**config.mk**
```make
export PLATFORM = sky130hd
export DESIGN_NAME = mult_rr_scheduler_flat
export DESIGN_NICKNAME = d
export VERILOG_FILES = /design/src/rtl/mult_rr_scheduler_if.sv /design/src/rtl/mult_rr_scheduler.sv /design/src/flat_wrapper.sv
export SDC_FILE = /design/constraint.sdc
export NUM_CORES = 1
export LEC_CHECK = 0
export BUFFER_PORTS_ARGS = -buffer_cell sky130_fd_sc_hd__clkbuf_2
export CAP_MARGIN = 20
export CORE_MARGIN = 4
export CORE_UTILIZATION = 34
export DETAILED_ROUTE_END_ITERATION = 10
export PLACE_DENSITY = 0.58
export SYNTH_ARGS = -nofsm -noshare
export SYNTH_HDL_FRONTEND = slang
export SYNTH_SLANG_ARGS = --single-unit
```
**constraint.sdc**
```tcl
create_clock -name clk -period 2.75 [get_ports clk]
set_input_delay 0.4125 -clock clk [delete_from_list [all_inputs] [get_ports clk]]
set_output_delay 0.4125 -clock clk [all_outputs]
set_load 0.005 [all_outputs]
```
**src/rtl/mult_rr_scheduler_if.sv**
```systemverilog
// Requester-side bus of the multiplier scheduler: job submission and response return.
interface mult_rr_scheduler_if #(
    parameter int NREQ  = 2,
    parameter int WIDTH = 8
);
    logic [NREQ-1:0]       req_valid;
    logic [NREQ*WIDTH-1:0] req_a;
    logic [NREQ*WIDTH-1:0] req_b;
    logic [NREQ-1:0]       req_ready;
    logic [NREQ-1:0]       resp_valid;
    logic [NREQ-1:0]       resp_ready;
    logic [2*WIDTH-1:0]    resp_product;
    logic                  resp_err;

    // Requester side
    modport master (
        output req_valid, req_a, req_b, resp_ready,
        input  req_ready, resp_valid, resp_product, resp_err
    );

    // Scheduler side
    modport slave (
        input  req_valid, req_a, req_b, resp_ready,
        output req_ready, resp_valid, resp_product, resp_err
    );
endinterface

```
**src/rtl/mult_rr_scheduler.sv**
```systemverilog
// Round-robin scheduler sharing one sequential multiplier core among NREQ requesters.
// Trivial operands (0 or 1) are answered without the core; core jobs that run past
// TIMEOUT cycles are aborted with an error response.
module mult_rr_scheduler #(
    parameter int NREQ    = 2,
    parameter int WIDTH   = 8,
    parameter int TIMEOUT = 300
) (
    input  logic                clk,
    input  logic                rst_n,
    mult_rr_scheduler_if.slave  bus,
    output logic                mul_start,
    output logic [WIDTH-1:0]    mul_a,
    output logic [WIDTH-1:0]    mul_b,
    input  logic                mul_done,
    input  logic [2*WIDTH-1:0]  mul_product,
    output logic                busy
);
    localparam int          IW = (NREQ > 1) ? $clog2(NREQ) : 1;
    localparam int          CW = $clog2(TIMEOUT + 1);
    localparam int unsigned NR = NREQ;

    typedef enum logic [1:0] {IDLE, ISSUE, WAIT, RESP} state_t;

    state_t           state;
    logic [IW-1:0]    ptr;
    logic [IW-1:0]    idx;
    logic [IW-1:0]    gidx;
    logic [IW-1:0]    cand;
    logic [CW-1:0]    cnt;
    logic [NREQ-1:0]  grant;
    logic             found;
    logic [WIDTH-1:0] sel_a;
    logic [WIDTH-1:0] sel_b;

    // Round-robin search for the first valid requester, starting one past the last winner
    always_comb begin
        grant = '0;
        gidx  = '0;
        cand  = '0;
        found = 1'b0;
        for (int unsigned k = 1; k <= NR; k++) begin
            cand = IW'((32'(ptr) + k) % NR);
            if (!found && bus.req_valid[cand]) begin
                found = 1'b1;
                gidx  = cand;
            end
        end
        grant[gidx] = found;
    end

    // Operand pair of the requester being granted
    always_comb begin
        sel_a = '0;
        sel_b = '0;
        for (int unsigned i = 0; i < NR; i++) begin
            if (IW'(i) == gidx) begin
                sel_a = bus.req_a[i*WIDTH +: WIDTH];
                sel_b = bus.req_b[i*WIDTH +: WIDTH];
            end
        end
    end

    assign bus.req_ready = (rst_n && state == IDLE) ? grant : '0;
    assign busy          = (state != IDLE);

    // Job FSM: accept, optional core issue/wait with abort budget, hold response until consumed.
    // The counter equals cycles elapsed since the mul_start cycle; the response registers
    // raise resp_valid on the first RESP cycle, so product/err are already settled when it rises.
    always_ff @(posedge clk or negedge rst_n) begin
        if (!rst_n) begin
            state            <= IDLE;
            ptr              <= IW'(NREQ - 1);
            idx              <= '0;
            cnt              <= '0;
            mul_start        <= 1'b0;
            mul_a            <= '0;
            mul_b            <= '0;
            bus.resp_valid   <= '0;
            bus.resp_product <= '0;
            bus.resp_err     <= 1'b0;
        end else begin
            case (state)
                IDLE: begin
                    if (found) begin
                        idx          <= gidx;
                        ptr          <= gidx;
                        bus.resp_err <= 1'b0;
                        if (sel_a == '0 || sel_b == '0) begin
                            bus.resp_product <= '0;
                            state            <= RESP;
                        end else if (sel_b == WIDTH'(1)) begin
                            bus.resp_product <= {{WIDTH{1'b0}}, sel_a};
                            state            <= RESP;
                        end else if (sel_a == WIDTH'(1)) begin
                            bus.resp_product <= {{WIDTH{1'b0}}, sel_b};
                            state            <= RESP;
                        end else begin
                            mul_a     <= sel_a;
                            mul_b     <= sel_b;
                            mul_start <= 1'b1;
                            cnt       <= '0;
                            state     <= ISSUE;
                        end
                    end
                end
                ISSUE: begin
                    mul_start <= 1'b0;
                    cnt       <= cnt + 1'b1;
                    state     <= WAIT;
                end
                WAIT: begin
                    cnt <= cnt + 1'b1;
                    if (mul_done) begin
                        bus.resp_product <= mul_product;
                        bus.resp_err     <= 1'b0;
                        state            <= RESP;
                    end else if (cnt == CW'(TIMEOUT)) begin
                        bus.resp_product <= '0;
                        bus.resp_err     <= 1'b1;
                        state            <= RESP;
                    end
                end
                RESP: begin
                    if (|(bus.resp_valid & bus.resp_ready)) begin
                        bus.resp_valid <= '0;
                        state          <= IDLE;
                    end else begin
                        bus.resp_valid <= NREQ'(1) << idx;
                    end
                end
                default: state <= IDLE;
            endcase
        end
    end
endmodule

```
**src/flat_wrapper.sv**
```systemverilog
// flat-port wrapper written by rule: the top's interface ports become plain ports
module mult_rr_scheduler_flat 
#(
    parameter int NREQ    = 2,
    parameter int WIDTH   = 8,
    parameter int TIMEOUT = 300
)
  (clk, rst_n, mul_start, mul_a, mul_b, mul_done, mul_product, busy, bus_req_valid, bus_req_a, bus_req_b, bus_resp_ready, bus_req_ready, bus_resp_valid, bus_resp_product, bus_resp_err);
  mult_rr_scheduler_if #(.NREQ(NREQ), .WIDTH(WIDTH)) bus_i ();
  input  logic clk;
  input  logic rst_n;
  output logic mul_start;
  output logic [WIDTH-1:0] mul_a;
  output logic [WIDTH-1:0] mul_b;
  input  logic mul_done;
  input  logic [2*WIDTH-1:0] mul_product;
  output logic busy;
  input wire logic [$bits(bus_i.req_valid)-1:0] bus_req_valid;
  input wire logic [$bits(bus_i.req_a)-1:0] bus_req_a;
  input wire logic [$bits(bus_i.req_b)-1:0] bus_req_b;
  input wire logic [$bits(bus_i.resp_ready)-1:0] bus_resp_ready;
  output wire logic [$bits(bus_i.req_ready)-1:0] bus_req_ready;
  output wire logic [$bits(bus_i.resp_valid)-1:0] bus_resp_valid;
  output wire logic [$bits(bus_i.resp_product)-1:0] bus_resp_product;
  output wire logic [$bits(bus_i.resp_err)-1:0] bus_resp_err;
  assign bus_i.req_valid = bus_req_valid;
  assign bus_i.req_a = bus_req_a;
  assign bus_i.req_b = bus_req_b;
  assign bus_i.resp_ready = bus_resp_ready;
  assign bus_req_ready = bus_i.req_ready;
  assign bus_resp_valid = bus_i.resp_valid;
  assign bus_resp_product = bus_i.resp_product;
  assign bus_resp_err = bus_i.resp_err;
  mult_rr_scheduler #(.NREQ(NREQ), .WIDTH(WIDTH), .TIMEOUT(TIMEOUT)) u_core (.clk(clk), .rst_n(rst_n), .bus(bus_i), .mul_start(mul_start), .mul_a(mul_a), .mul_b(mul_b), .mul_done(mul_done), .mul_product(mul_product), .busy(busy));
endmodule
```
==> results.txt <==
Status = finished clean
Overall routing resource usage = 0.1681
Crit end category = flip-flop
TritonCTS buffer count = 5
Post-synth cell types = 52
Min setup slack post-route = 0.5322 ns
Fmax = 450.9 MHz
Hold Buf Count CTS = 0
DP Worst Slack = 0.2426 ns
Logic pwr share = 0.480
Die area = 10,590 um2
CP max-delay cell = dfstp_2
H-tree Lvls = 2
CP arrival = 2.42 ns
Net Sw Frac = 0.3737
Max Slew Vio Count = 0
Crit path largest cell delay = 0.59 ns
Hold Crit Class = primary input to asynchronous set/reset pin
Worst setup SP type = flip-flop
Area grow syn2layout = 23.54%
Synth area leader = dfrtp_1
Commonest non-fill, non-tap cell in the layout = clkbuf_2
Die Ht = 102.9 um
Starting Density = 0.3511
RePlAce Congestion = 0.8955
#FFs+latches synth = 49
DR WL/cell = 16.53 um
Reg power frac = 0.343
Internal power = 2.266 mW
Ys async rst share = 1.000
Final hold slack = 0.08964 ns
Skew-Pair Late Insertion Delay = 0.31 ns
Post-Route WL = 8.511 mm
Placed cells = 506
CP startpoint = u_core.ptr$_DFFE_PN1P_
Core area = 8721 um2
Mux contribution to synthesized area = 0.1422
Buffer depth of the longest clock path = 2
Mapped cell area = 3062 um2
Initial antenna violation count = 0
First-pass DRT Iterations = 5
Port bufs = 93
Row count = 34
RSZ-0062 raised after global routing = false
Top post-synthesis cells by area = dfrtp_1 39%, nand2_1 8.5%, mux2_4 5.9%
Post-Syn Area per Cell = 9.876 um2
Iteration-0 DRC Markers = 101
Max Fanout on Critical Path = 8
Fin crit share = 0.8065
Vias post-DR = 2,693
Ys Warns = 0
Clk pwr share = 0.176
Max-cap violations = 0
Ant. Diodes = 0
Crit path time final = 2.218 ns
Syn Inst Count = 310
Post-synthesis sequential area ratio = 0.4009
Final cell count without fillers = 515
Simple-gate share of the synthesized area = 0.2207
Syn_nets = 371
Endpoints failing setup = 0
First-pass GRT wire length = 13.81 mm
CTS clk-pin slew, worst paths = 0.10 ns
Residual overflow from global routing = 0
Pwr Density = 956.3 nW/um2
Kind of critical path = flip-flop to flip-flop
Die W = 102.9 um
Adder-cell share of the synthesized area = 0.02452
Least-Margin Pin Slew = 0.6294 ns
Synth top area share = 0.3923
NetSw = 1.352 mW
Vias in the first global route = 2,757
Final ANT Viol Nets = 0
Root Driver = clkbuf_8
Setup bufs post-CTS = 0
Critical R2R Launch = u_core.ptr$_DFFE_PN1P_
Vias per cell = 5.229
Most frequent cells in the layout = 93 x clkbuf_2, 69 x nand2_1, 48 x dfrtp_1
Fin util = 0.4337
Largest family of logic cells by synthesized area = simple AND/OR/NAND/NOR gates
CTS tree = done
Final Hold Violating Endpoints = 0
Nets = 467
# clock sinks = 49
Peak supply drop = 0.4751 mV
Leak = 1.833 nW
Crit-path cells = a21boi_2 -> or3_1 -> a211oi_4 -> buf_4 -> mux2_4
Share of cells above drive strength 1 = 0.3661
Fin Setup TNS = 0 ns
Required time of the critical path = 2.96 ns
Slew margin rel. = 0.5804
Compound-cell area share of the yosys netlist = 0.1541
Cts repair resizes = 0
Number of synthesized flops with an enable pin = 0
DP HPWL = 6.683 mm
Ys flop type = dfrtp_1
DRC viols = 0
Largest net degree at the start of global routing = 28
Setup Skew = 0.01211 ns
Synth Area in XOR/XNOR = 0
Io pins = 94
[routing by layer]
| metal | GRT usage | part of all wire |
|---|---|---|
| met4 | 0.05279 | 0.020 |
| met1 | 0.2211 | 0.45 |
| met3 | 0.04398 | 0.070 |
| met5 | 0 | 0 |
| met2 | 0.2708 | 0.46 |
[stage by stage]
stage	power [mW]	cell area, um2
finish	3.617	3782
global route	3.899	3782
CTS	3.658	3777
detailed placement	3.010	3640
global placement	2.980	3640
floorplan	2.423	3062
[synthesized netlist by cell type (all sizes together) (2+ instances only)]
| cell | instances |
|---|---|
| nor3 | 7 |
| o211ai | 4 |
| o221ai | 6 |
| nor2 | 7 |
| or4b | 2 |
| or4 | 5 |
| nand3 | 5 |
| ha | 6 |
| a32o | 7 |
| nand2 | 69 |
| clkbuf | 9 |
| a211o | 14 |
| nor4 | 2 |
| or3 | 5 |
| a21oi | 3 |
| nand2b | 3 |
| o21ai | 6 |
| nand3b | 8 |
| nand4 | 7 |
| and3 | 6 |
| dfrtp | 48 |
| a31oi | 3 |
| mux2 | 24 |
| inv | 19 |
| mux2i | 12 |
| buf | 7 |
[final timing paths]
check,cells after the start,endpoint,slack [ns]
worst max-delay path,5,u_core.mul_a[3]$_DFFE_PN0P_,0.53
worst min-delay path,2,u_core.mul_a[2]$_DFFE_PN0P_,0.09
worst max register to register,5,u_core.mul_a[3]$_DFFE_PN0P_,0.53
worst min register to register,1,u_core.mul_b[2]$_DFFE_PN0P_,0.52
max in group asynchronous,2,u_core.ptr$_DFFE_PN1P_,2.33
min in group clk,3,u_core.bus.resp_product[14]$_DFFE_PN0P_,0.31
[final cells by class]
| class | instances | area (um2) |
|---|---|---|
| fillers | 875 | 4938 |
| multi-input cells | 226 | 1658 |
| flip-flops and latches | 49 | 1227 |
| repair buffers | 105 | 553.0 |
| well taps | 108 | 135.1 |
| inverters | 19 | 71.32 |
| clock buffers | 5 | 68.82 |
| clock inverters | 3 | 68.82 |
[cells by family after synthesis]
group           count (synthesis)
mux                            36
flops                          49
fa+ha+maj                       6
compound gates                 53
simple gates                  131
buf+inv                        35
[critical path, delay by kind of cell, from the launching register on]
| family | cells | cell delay [ns] |
|---|---|---|
| AOI/OAI and AO/OA | 2 | 0.48 |
| and+or+nand+nor | 1 | 0.47 |
| muxes | 1 | 0.32 |
| buffers and inverters | 1 | 0.27 |
| DFF | 1 | 0.59 |
[power by group through the flow]
stage               clock [mW]  combinational (mW)  sequential [mW]
floorplan                    0                1.18             1.24
global route             0.681                1.93             1.28
finish                   0.638                1.74             1.24
CTS                      0.652                1.76             1.24
global placement             0                1.73             1.25
detailed placement           0                1.76             1.25
[state kept, by name, indices dropped and copies added (netlist names)]
register                 cells
u_core.idx                   1
u_core.bus.resp_product     16
u_core.state                 2
u_core.ptr                   1
u_core.bus.resp_valid        2
u_core.mul_b                 8
u_core.bus.resp_err          1
u_core.cnt                   9
u_core.mul_a                 8
u_core.mul_start             1
(Power assumes the default switching activity.)
